File: src/rtl/seg_scan_capture.sv
// seg_scan_capture: receive side of a 6-digit multiplexed 7-segment display.
// Synchronizes and debounces the segment/select buses, decodes each stable digit to a
// nibble, and publishes one 24-bit frame per complete scan of all six digits.
// Optional feature: define SEGCAP_DP_EN to store decimal points and drive dp_out;
// otherwise dp_out is tied to zero.
module seg_scan_capture #(
  parameter int unsigned STABLE_CYCLES  = 64,
  parameter int unsigned TIMEOUT_CYCLES = 2_000_000,
  parameter bit          SEG_ACTIVE_LOW = 1'b1,
  parameter bit          CS_ACTIVE_LOW  = 1'b1
) (
  input  logic        clk_50mhz,
  input  logic        rst,
  input  logic [7:0]  seg_data,
  input  logic [5:0]  seg_cs,
  output logic [23:0] bcd_data,
  output logic        frame_valid,
  output logic        frame_err,
  output logic        scan_lost,
  output logic [5:0]  dp_out
);

  localparam int unsigned StabW = $clog2(STABLE_CYCLES + 1);
  localparam int unsigned TimeW = $clog2(TIMEOUT_CYCLES + 1);
  localparam logic [StabW-1:0] StabMax = StabW'(STABLE_CYCLES);
  localparam logic [StabW-1:0] StabCap = StabW'(STABLE_CYCLES - 1);
  localparam logic [TimeW-1:0] TimeMax = TimeW'(TIMEOUT_CYCLES);

  typedef enum logic [1:0] {StWait, StCapt, StHold} state_e;

  logic [13:0]      sync1_q, sync2_q, prev_q;
  logic [13:0]      sample;
  logic [StabW-1:0] stab_cnt_q;
  logic             sample_chg;
  logic             cs_onehot;

  state_e           state_q;
  logic [5:0]       cap_cs_q;
  logic [7:0]       cap_seg_q;
  logic [23:0]      digits_q;
  logic [5:0]       mask_q;
  logic             err_acc_q;
  logic [TimeW-1:0] to_cnt_q;
  logic [23:0]      bcd_q;
  logic             fv_q, ferr_q, lost_q;

  logic [3:0]       nibble;
  logic             illegal;
  logic [23:0]      new_word;
  logic [5:0]       new_mask;

  // Polarity-normalized view of the synchronized buses: {cs[5:0], seg[7:0]}, active high.
  assign sample[7:0]  = SEG_ACTIVE_LOW ? ~sync2_q[7:0]  : sync2_q[7:0];
  assign sample[13:8] = CS_ACTIVE_LOW  ? ~sync2_q[13:8] : sync2_q[13:8];
  assign sample_chg   = (sample != prev_q);
  assign cs_onehot    = (sample[13:8] != 6'b0) &&
                        ((sample[13:8] & (sample[13:8] - 6'd1)) == 6'b0);

  // Two-stage synchronizer plus stability counter that saturates at STABLE_CYCLES.
  always_ff @(posedge clk_50mhz) begin
    if (rst) begin
      sync1_q    <= '0;
      sync2_q    <= '0;
      prev_q     <= '0;
      stab_cnt_q <= '0;
    end else begin
      sync1_q <= {seg_cs, seg_data};
      sync2_q <= sync1_q;
      prev_q  <= sample;
      if (sample_chg) begin
        stab_cnt_q <= '0;
      end else if (stab_cnt_q != StabMax) begin
        stab_cnt_q <= stab_cnt_q + 1'b1;
      end
    end
  end

  // Decode the captured pattern and build the candidate frame word and seen mask.
  always_comb begin
    nibble  = 4'h0;
    illegal = 1'b0;
    case (cap_seg_q[6:0])
      7'h3F: nibble = 4'h0;
      7'h06: nibble = 4'h1;
      7'h5B: nibble = 4'h2;
      7'h4F: nibble = 4'h3;
      7'h66: nibble = 4'h4;
      7'h6D: nibble = 4'h5;
      7'h7D: nibble = 4'h6;
      7'h07: nibble = 4'h7;
      7'h7F: nibble = 4'h8;
      7'h6F: nibble = 4'h9;
      7'h77: nibble = 4'hA;
      7'h7C: nibble = 4'hB;
      7'h39: nibble = 4'hC;
      7'h5E: nibble = 4'hD;
      7'h79: nibble = 4'hE;
      7'h71: nibble = 4'hF;
      default: begin
        nibble  = 4'h0;
        illegal = 1'b1;
      end
    endcase
    new_word = digits_q;
    for (int k = 0; k < 6; k++) begin
      if (cap_cs_q[k]) new_word[4*k +: 4] = nibble;
    end
    new_mask = mask_q | cap_cs_q;
  end

`ifdef SEGCAP_DP_EN
  logic [5:0] dp_q, dp_out_q, new_dp;

  // Merge the captured decimal point into the per-digit dp store.
  always_comb begin
    new_dp = dp_q;
    for (int k = 0; k < 6; k++) begin
      if (cap_cs_q[k]) new_dp[k] = cap_seg_q[7];
    end
  end

  assign dp_out = dp_out_q;
`else
  logic unused_dp;
  assign unused_dp = cap_seg_q[7];
  assign dp_out    = 6'b0;
`endif

  // Capture FSM, digit store, frame publication and scan timeout.
  always_ff @(posedge clk_50mhz) begin
    if (rst) begin
      state_q   <= StWait;
      cap_cs_q  <= '0;
      cap_seg_q <= '0;
      digits_q  <= '0;
      mask_q    <= '0;
      err_acc_q <= 1'b0;
      to_cnt_q  <= '0;
      bcd_q     <= '0;
      fv_q      <= 1'b0;
      ferr_q    <= 1'b0;
      lost_q    <= 1'b0;
`ifdef SEGCAP_DP_EN
      dp_q      <= '0;
      dp_out_q  <= '0;
`endif
    end else begin
      fv_q <= 1'b0;
      unique case (state_q)
        StWait: begin
          // Latch the sample on entry so a change during CAPT cannot corrupt the digit.
          if (stab_cnt_q == StabCap && !sample_chg && cs_onehot) begin
            state_q   <= StCapt;
            cap_cs_q  <= sample[13:8];
            cap_seg_q <= sample[7:0];
          end
        end
        StCapt: state_q <= StHold;
        // A counter below max means the sample moved since the capture.
        StHold: if (sample_chg || stab_cnt_q != StabMax) state_q <= StWait;
        default: state_q <= StWait;
      endcase

      if (state_q == StCapt) begin
        digits_q <= new_word;
        to_cnt_q <= '0;
        lost_q   <= 1'b0;
`ifdef SEGCAP_DP_EN
        dp_q     <= new_dp;
`endif
        if (new_mask == 6'h3F) begin
          bcd_q     <= new_word;
          ferr_q    <= err_acc_q | illegal;
          fv_q      <= 1'b1;
          mask_q    <= '0;
          err_acc_q <= 1'b0;
`ifdef SEGCAP_DP_EN
          dp_out_q  <= new_dp;
`endif
        end else begin
          mask_q    <= new_mask;
          err_acc_q <= err_acc_q | illegal;
        end
      end else if (to_cnt_q == TimeMax) begin
        // Scan stalled: drop any partial frame but keep the last published one.
        lost_q    <= 1'b1;
        mask_q    <= '0;
        err_acc_q <= 1'b0;
      end else begin
        to_cnt_q <= to_cnt_q + 1'b1;
      end
    end
  end

  assign bcd_data    = bcd_q;
  assign frame_valid = fv_q;
  assign frame_err   = ferr_q;
  assign scan_lost   = lost_q;

endmodule

File: config.mk
export PLATFORM = sky130hd
export DESIGN_NAME = seg_scan_capture
export DESIGN_NICKNAME = d
export VERILOG_FILES = /design/src/rtl/seg_scan_capture.sv
export SDC_FILE = /design/constraint.sdc
export NUM_CORES = 1
export LEC_CHECK = 0
export CAP_MARGIN = 15
export CELL_PAD_IN_SITES_DETAIL_PLACEMENT = 1
export CELL_PAD_IN_SITES_GLOBAL_PLACEMENT = 2
export CORE_MARGIN = 5
export CORE_UTILIZATION = 35
export CTS_CLUSTER_DIAMETER = 30
export CTS_CLUSTER_SIZE = 30
export DETAILED_ROUTE_END_ITERATION = 8
export DONT_BUFFER_PORTS = 1
export GPL_ROUTABILITY_DRIVEN = 0
export GPL_TIMING_DRIVEN = 0
export PLACE_DENSITY_LB_ADDON = 0.1
export SYNTH_ARGS = -nofsm -noshare
export SYNTH_HDL_FRONTEND = slang
export SYNTH_SLANG_ARGS = --single-unit
File: constraint.sdc
create_clock -name clk_50mhz -period 1.84 [get_ports clk_50mhz]
set_input_delay 0 -clock clk_50mhz [delete_from_list [all_inputs] [get_ports clk_50mhz]]
set_output_delay 0 -clock clk_50mhz [all_outputs]
set_load 0.01 [all_outputs]
After elaboration in Yosys (flattened, before gate mapping)
Index checks and enable logic that the tools add are counted.
- flip-flop bits (word level): 143
- bits of input ports: 16
- logic and storage cells: 83
- $add $sub $neg: 3
- eq/ne operators: 25
- muxes and demuxes: 18
- bitwise logic cells: 6
- reduce and logical (&&, ||, !) cells: 16
- operators with widths (operator ; number):
    $eq A7 B7 Y1 const B ; 12
    $pmux W4 S15 ; 1
    $mux W4 ; 6
    $add A21 B1 Y21 const B ; 1
    $eq A21 B21 Y1 const B ; 1
    $eq A7 B6 Y1 const B ; 3
    $mux W6 ; 3
    $reduce_or A16 Y1 ; 1
    $eq A7 B3 Y1 const B ; 2
    $ne A14 B14 Y1 ; 1
    $not A8 Y8 ; 1
    $add A7 B1 Y7 const B ; 1
    $ne A7 B7 Y1 const B ; 1
    $and A6 B6 Y6 ; 1
    $eq A6 B6 Y1 const B ; 1
    $logic_not A6 Y1 ; 1
    $not A6 Y6 ; 1
    $or A6 B6 Y6 ; 1
    $pmux W2 S3 ; 1
    $reduce_and A2 Y1 ; 3
    $reduce_bool A6 Y1 ; 1
    $reduce_or A2 Y1 ; 3
    $sub A6 B1 Y6 const B ; 1
    $mux W1 ; 5
    other kinds (11) ; 15

Depth between registers and ports, before layout
Gate-level depths: netlist of run 1.
- depth in word-level cells: 8
- mapped depth: 7

Worst setup path before layout of run 1
No wires, ideal clock.
- kind: register -> register
- start point: register stab_cnt_q[1]
- end point: register cap_cs_q[0]
- library setup time: 0.121 ns
- arrival time: 1.690 ns
- required time: 1.719 ns
- path slack: 0.029 ns
- cell stages (with the launch flop): 8
- path buffers: 1
- period minus slack after synthesis: 1.811 ns
- path through: dfxtp_1 > ha_1 > and3_1 > and3_1 > o211ai_1 > nor2_2 > buf_4 > mux2_2
- longest elaborated chain between the ends: 4
- ends and longest elaborated chain (element ; RTL line ; text):
    start, declared ; 33 ; logic [StabW-1:0] stab_cnt_q;
    start signal, assigned ; 73 ; stab_cnt_q <= stab_cnt_q + 1'b1;
    $eq A7 B6 Y1 ; 152 ; if (stab_cnt_q == StabCap && !sample_chg && cs_onehot) begin
    $logic_and A1 B1 Y1 (2 in a row) ; 152 ;
    $reduce_and A2 Y1 (no line) ; - ;
    end signal, assigned ; 154 ; cap_cs_q <= sample[13:8];
    end, declared ; 38 ; logic [5:0] cap_cs_q;
Every way passes these cells.
A chain may end at the register's enable or synchronous reset.

Final worst setup path of run 1
- start point: register sync2_q[8]
- end point: register cap_cs_q[3]
- longest elaborated chain between the ends: 7
- elaborated cells on any way between the ends: 11
- ends and longest elaborated chain (element ; RTL line ; text):
    start, declared ; 31 ; logic [13:0] sync1_q, sync2_q, prev_q;
    start signal, assigned ; 68 ; sync2_q <= sync1_q;
    $not A6 Y6 * ; 54 ; assign sample[13:8] = CS_ACTIVE_LOW ? ~sync2_q[13:8] : sync2_q[13:8];
    $sub A6 B1 Y6 ; 57 ; ((sample[13:8] & (sample[13:8] - 6'd1)) == 6'b0);
    $and A6 B6 Y6 ; 57 ;
    $logic_not A6 Y1 ; 57 ;
    $logic_and A1 B1 Y1 ; 56 ; assign cs_onehot = (sample[13:8] != 6'b0) &&
    $logic_and A1 B1 Y1 * ; 152 ;
    $reduce_and A2 Y1 (no line) * ; - ;
Every way passes the cells marked *; elsewhere a longest branch is shown, timed or not.

==> results of run 1 <==
## worst min-delay path by stage
stage                start                        to  slack (ps)  cells past startpoint
6_report               rst  to_cnt_q[2]$_SDFFE_PP0N_         210                      3
5_1_grt        seg_data[1]     sync1_q[1]$_SDFF_PP0_         240                      2
4_1_cts                rst  to_cnt_q[2]$_SDFFE_PP0N_         200                      3
3_5_place_dp   seg_data[7]     sync1_q[7]$_SDFF_PP0_         140                      1
3_3_place_gp   seg_data[6]     sync1_q[6]$_SDFF_PP0_         130                      1
2_1_floorplan  seg_data[0]     sync1_q[0]$_SDFF_PP0_         130                      1
## routing by layer
layer | GRT usage | share of wire | vias up | wire length [microns]
li1 | - | - | 2351 | -
met1 | 0.225 | 0.48 | 2395 | 8200
met2 | 0.277 | 0.48 | 71 | 8340
met3 | 0.0467 | 0.033 | 11 | 573
met4 | 0.0428 | 0.0073 | 0 | 125
met5 | 0 | 0 | - | 0
## metrics by stage
stage | util | cells
global route | 0.478 | 936
floorplan | - | 635
CTS | 0.453 | 923
finish | 0.478 | 936
detailed placement | 0.374 | 855
global placement | 0.374 | 855
## cells in the final DEF (no fill, tap or decap), types with 11 or more instances in the layout
cell,Yosys,final
buf_6,4,11
xor2_1,12,12
clkbuf_1,22,18
a21oi_1,28,21
dlygate4sd3_1,0,14
dfxtp_1,143,116
nand3_1,13,13
clkbuf_16,0,20
nor2b_1,41,39
o21ai_0,21,17
a211oi_2,1,12
mux2_4,0,13
xnor2_1,24,18
dfxtp_4,0,12
a211oi_1,26,14
nand2_1,24,23
nor2_1,82,81
buf_4,9,34
a22o_1,12,12
dfxtp_2,0,15
## repair_timing
| item | 4_1_cts | 5_1_grt |
|---|---|---|
| hold endpoints to repair | 14 | 0 |
| buffers inserted | 21 | 9 |
| cloned | 2 | 4 |
| endpoints found under the setup margin | 78 | 71 |
| gates resized for setup | 102 | 73 |
| hold buffers | 14 | 0 |
| pin swaps | 21 | 27 |
## flip-flops by register name, indices dropped and copies added, names as in the netlist
signal	count
sync2_q	14
stab_cnt_q	7
digits_q	24
prev_q	14
err_acc_q	1
to_cnt_q	21
scan_lost	1
sync1_q	14
frame_err	1
state_q	2
cap_cs_q	6
frame_valid	1
mask_q	6
bcd_data	24
cap_seg_q	7
## power groups by stage
stage | clock network [mW] | registers, mW | logic, mW
after floorplan | 0 | 3.24 | 0.137
after global placement | 0 | 3.25 | 0.185
after detailed placement | 0 | 3.25 | 0.190
after CTS | 3.53 | 3.18 | 0.242
after global routing | 3.67 | 3.18 | 0.280
final | 3.44 | 3.18 | 0.257
## critical path: cells and delay by family, from the launching register on
| kind | cells | cell delay [ps] |
|---|---|---|
| AO/OA/AOI/OAI | 3 | 690 |
| buffers and inverters | 1 | 170 |
| flip-flops | 1 | 380 |
| multiplexers | 1 | 310 |
| AND/OR/NAND/NOR | 1 | 200 |
## layout make-up
cell class,instances,share of cell area
tap,220,0.0348
inverter,10,0.00474
sequential,143,0.370
clock inverter,9,0.0136
timing repair buffer,50,0.0580
buffer,49,0.0417
multi-input combinational,433,0.417
clock buffer,22,0.0611
## kinds of logic after synthesis
kind of cell / Yosys count
mux: 15
simple gates: 241
xor+xnor: 36
buf+inv: 59
fa+ha+maj: 4
flops: 143
compound gates: 131
other cells: 1
==> summary.txt, run 1 <==
Floorplan
  – Die Y: 140 microns
  – Full die area: 19600 sq um
  – Die X: 140 microns
  – Num rows: 47
  – Initial Util: 0.357
  – Io pins: 49
  – Core area: 16600 sq um

Routing
  – Post-DRT Antenna Nets: 0
  – Drc violations: 0
  – Drt first pass iters: 4
  – Detailed Route Iter0 Violations: 152
  – Avg WL per Cell: 18.4 microns
  – DR vias: 4828
  – Via density: 5.16
  – Detailed-route wire length: 17200 microns

Worst setup path
  – Crit path to: cap_cs_q[3]$_SDFFE_PP0P_
  – Arrival @ worst endpoint: 2160 ps
  – Critical path's largest stage delay: 380 ps
  – Critical Path Fanout Max: 5
  – Startpoint Class: flop
  – Crit. End Element: flop
  – Critical R2R Capture: cap_cs_q[3]$_SDFFE_PP0P_
  – Critical Setup Path Class: reg2reg
  – Required time worst endpoint: 2130 ps
  – Worst path cell trace: o21ai_2 -> a2111oi_4 -> o211ai_1 -> nor2_4 -> buf_6 -> mux2_4
  – Critical Path Slowest Stage Cell: dfxtp_4
  – Worst r2r src: sync2_q[8]$_SDFF_PP0_
  – Reg2reg path depth: 6
  – Setup slack, reg-to-reg: -30 ps
  – Worst setup startpoint: sync2_q[8]$_SDFF_PP0_

Timing
  – TNS Setup: -163 ps
  – Final Cycle Share: 1.02
  – Slew Viols, Final: 0
  – Worst Tran Pin Value: 817 ps
  – Final setup margin: -31.3 ps
  – Skew final: 14.0 ps
  – Tmin final: 1870 ps
  – Final setup fails: 12
  – FMAX: 534 MHz
  – Worst hold slack: 207 ps
  – RSZ-0062 raised after global routing: true
  – Final hold violation count: 0
  – Slew HR: 0.455

Place
  – DP Area: 6210 sq um
  – DPL Wire Length: 11100 microns
  – Port bufs: 0
  – Placement Setup Slack: -335 ps

Yosys
  – Synth top area cells: dfxtp_1 (48%), nor2_1 (5.2%), nor2b_1 (4.3%), xnor2_1 (3.6%), a211oi_1 (3.3%)
  – Cell Area, Synth: 5910 sq um
  – Synth area leader: dfxtp_1
  – Async SR Flop Fraction: 0
  – Synth cell types: 64
  – Largest family of logic cells by synthesized area: simple AND/OR/NAND/NOR gates
  – #FFs+latches synth: 143
  – Syn Area/Cell: 9.39 sq um
  – Synth top area share: 0.484
  – Register area share after synthesis: 0.484
  – Synth Area in Adders: 0.00846
  – XOR/XNOR share of the synthesized area: 0.0533
  – Post-synthesis mux area share: 0.0281
  – Syn. warnings: 0
  – Simple-Gate Fraction of Synth Area: 0.221
  – Synth Area in Compound Gates: 0.155
  – Top FF cell, synth: dfxtp_1
  – Post-synth EDFFs: 0
  – Top-count cell post-synth: dfxtp_1
  – Mapped Cells: 630
  – Synth top cells by count: dfxtp_1 (143), nor2_1 (82), nor2b_1 (41)

Outcome
  – Failing checks: negative setup slack
  – Outcome: finished with violations

Global routing
  – Vias in the first global route: 4924
  – Total Routing Usage GR: 0.170
  – Largest net degree at the start of global routing: 17
  – First-pass GRT wire length: 27100 microns
  – Initial antenna violation count: 0
  – Gr ovfl total: 0

Pwr
  – Int Power: 5.38 mW
  – Power density cells: 869 nW/um^2
  – Max VDD drop: 635 uV
  – Sw Pwr: 1.50 mW
  – Switching share of power: 0.217
  – Clk pwr share: 0.501
  – P_leak: 2.78 nW
  – Share of power burned in combinational logic: 0.037
  – Design Power: 6.88 mW
  – Part of the power in registers: 0.462

Clock tree
  – Root buf cell: clkbuf_16
  – H-tree depth: 4
  – Deepest clock path buffer count: 2
  – CTS tree: built
  – CTS buffer count: 17
  – Clk pin slew, worst setup/hold paths: 60 ps
  – Worst-Skew Late Latency: 420 ps
  – Clk sink count: 143

Run
  – Max_cap viols: 0

Cells and area
  – Layout area overhead: 33.9%
  – Fillers: 1836
  – Design area: 7920 sq um
  – Multi-input gate area: 3300 sq um
  – Share of layout cells above drive strength 1: 0.297
  – Diode count: 0
  – Final net count: 724
  – FF/Latch Area: 2930 sq um

Worst hold path
  – Hold WC Path Type: in2reg
(Power assumes the default switching activity.)
==> run 2: changes to the inputs <==
--- a/config.mk
+++ b/config.mk
@@ -9,7 +9,7 @@
 export CELL_PAD_IN_SITES_DETAIL_PLACEMENT = 1
 export CELL_PAD_IN_SITES_GLOBAL_PLACEMENT = 2
 export CORE_MARGIN = 5
-export CORE_UTILIZATION = 35
+export CORE_UTILIZATION = 36
 export CTS_CLUSTER_DIAMETER = 30
 export CTS_CLUSTER_SIZE = 30
 export DETAILED_ROUTE_END_ITERATION = 8
==> run 2 against run 1 <==
The flow still finishes with violations (negative setup slack). Worst setup slack improved by 12 ps. Non-clock buffer count increased by 1. Critical path depth increased by 1. Register-to-register slack about the same. Clock skew decreased by 7.1 ps. Design area decreased by 0.82%. Flip-flop and latch count unchanged.
==> summary.txt, run 2 (synthesis results as in run 1) <==
Outcome
  – Outcome: finished with violations
  – Failing checks: negative setup slack

Floorplan
  – Initial Util: 0.370
  – Num rows: 46
  – Core area: 16000 sq um
  – Full die area: 19100 sq um
  – Io pins: 49
  – Die Y: 138 microns
  – Die X: 138 microns

Timing
  – FMAX: 538 MHz
  – Worst hold slack: 212 ps
  – Final setup fails: 12
  – Tmin final: 1860 ps
  – RSZ-0062 raised after global routing: true
  – Skew final: 6.87 ps
  – Final hold violation count: 0
  – Slew HR: 0.433
  – Slew Viols, Final: 0
  – Final Cycle Share: 1.01
  – Final setup margin: -19.1 ps
  – Worst Tran Pin Value: 851 ps

Worst setup path
  – Worst path cell trace: buf_6 -> xnor2_4 -> nor4_2 -> nand4_1 -> nor2_4 -> buf_6 -> mux2_4
  – Worst path most repeated cell: buf_6
  – Critical Path Slowest Stage Cell: dfxtp_4
  – Critical path's largest stage delay: 360 ps
  – Startpoint Class: flop
  – Critical Setup Path Class: reg2reg
  – Critical Path Fanout Max: 5
  – Reg2reg path depth: 7
  – Arrival @ worst endpoint: 2160 ps
  – Crit. End Element: flop
  – Required time worst endpoint: 2140 ps

Cells and area
  – Layout Cells excl Fill: 933
  – Most frequent cells in the layout: dfxtp_1 (116), nor2_1 (80), buf_4 (42)
  – Final net count: 725
  – Multi-input gate area: 3270 sq um
  – Layout area overhead: 32.8%
  – Most common cell after layout, fill and taps aside: dfxtp_1
  – Design area: 7860 sq um
  – Share of layout cells above drive strength 1: 0.298
  – FF/Latch Area: 2920 sq um
  – Post-layout util: 0.491
  – Diode count: 0
  – Fillers: 1816

Routing
  – Detailed Route Iter0 Violations: 176
  – Drt first pass iters: 4
  – Drc violations: 0
  – Post-DRT Antenna Nets: 0
  – Avg WL per Cell: 18.1 microns
  – Detailed-route wire length: 16900 microns
  – Via density: 5.10
  – DR vias: 4761

Clock tree
  – H-tree depth: 4
  – Clk sink count: 143
  – Deepest clock path buffer count: 2
  – CTS tree: built
  – CTS buffer count: 17
  – Worst-Skew Late Latency: 420 ps
  – Root buf cell: clkbuf_16
  – Clk pin slew, worst setup/hold paths: 60 ps

Global routing
  – Gr ovfl total: 0
  – Initial antenna violation count: 0
  – Largest net degree at the start of global routing: 17
  – Total Routing Usage GR: 0.175
  – Vias in the first global route: 5033
  – First-pass GRT wire length: 27100 microns

Place
  – Placement Setup Slack: -340 ps
  – DP Area: 6200 sq um
  – Port bufs: 0
  – Dpl cells: 851
  – DPL Wire Length: 11000 microns

Pwr
  – Max VDD drop: 655 uV
  – Power density cells: 896 nW/um^2
  – P_leak: 2.78 nW

Worst hold path
  – Hold WC Path Type: in2reg
  – Hold Crit Depth: 4

Run
  – Max_cap viols: 0
## run 2: cell count changes in the layout (fill, tap and decap cells not counted), sizes merged
cell and delta:
buf +7, clkbuf -7, bufinv +1
## run 2: metal layers
metal / vias to the layer above / global-route usage / wire length (microns)
li1: 2348 / - / -
met1: 2318 / 0.217 / 7610
met2: 74 / 0.302 / 8310
met3: 21 / 0.0483 / 726
met4: 0 / 0.0421 / 211
met5: - / 0 / 0
## run 2: what timing repair did
action                                  4_1_cts  5_1_grt
endpoints found under the hold margin        14        0
setup buffers                                35        4
hold buffers                                 14        0
endpoints found under the setup margin       76       77
gates resized for setup                      94       74
gates cloned                                  3        0
pin swaps                                    22       33
## run 2: worst max-delay path, delay by kind of cell (launching register included)
family                    cells  cell delay, ps
muxes                         1             300
buffers and inverters         2             290
and+or+nand+nor               3             670
DFF                           1             360
xor gates and xnor gates      1             120
## run 2: cell type report
type | instances | share of cell area
plain buffers | 44 | 0.0333
clock buffers | 21 | 0.0612
clock inverters | 10 | 0.0170
inverters | 10 | 0.00478
multi-input cells | 433 | 0.416
flip-flops and latches | 143 | 0.372
well taps | 216 | 0.0344
repair buffers | 56 | 0.0618
## run 2: metrics by stage
step	setup TNS, ps	total power, mW
after CTS	-201	7.09
after floorplan	0	3.38
final	-94.5	7.03
after global routing	-1800	7.28
after detailed placement	-13650	3.44
after global placement	-13030	3.44
## run 2: power by group
group	leakage [nW]	internal [mW]	switching, mW
sequential	1.18	3.14	0.0380
clock	0.301	2.26	1.34
combinational	1.30	0.108	0.141
## run 2: final timing paths
check / start / end / slack (ps)
setup / recovery: sync2_q[8]$_SDFF_PP0_ / cap_cs_q[3]$_SDFFE_PP0P_ / -20
hold / removal: rst / err_acc_q$_SDFFE_PP0P_ / 210
hold reg to reg: sync1_q[11]$_SDFF_PP0_ / sync2_q[11]$_SDFF_PP0_ / 440
setup reg to reg: sync2_q[8]$_SDFF_PP0_ / cap_cs_q[3]$_SDFFE_PP0P_ / -20
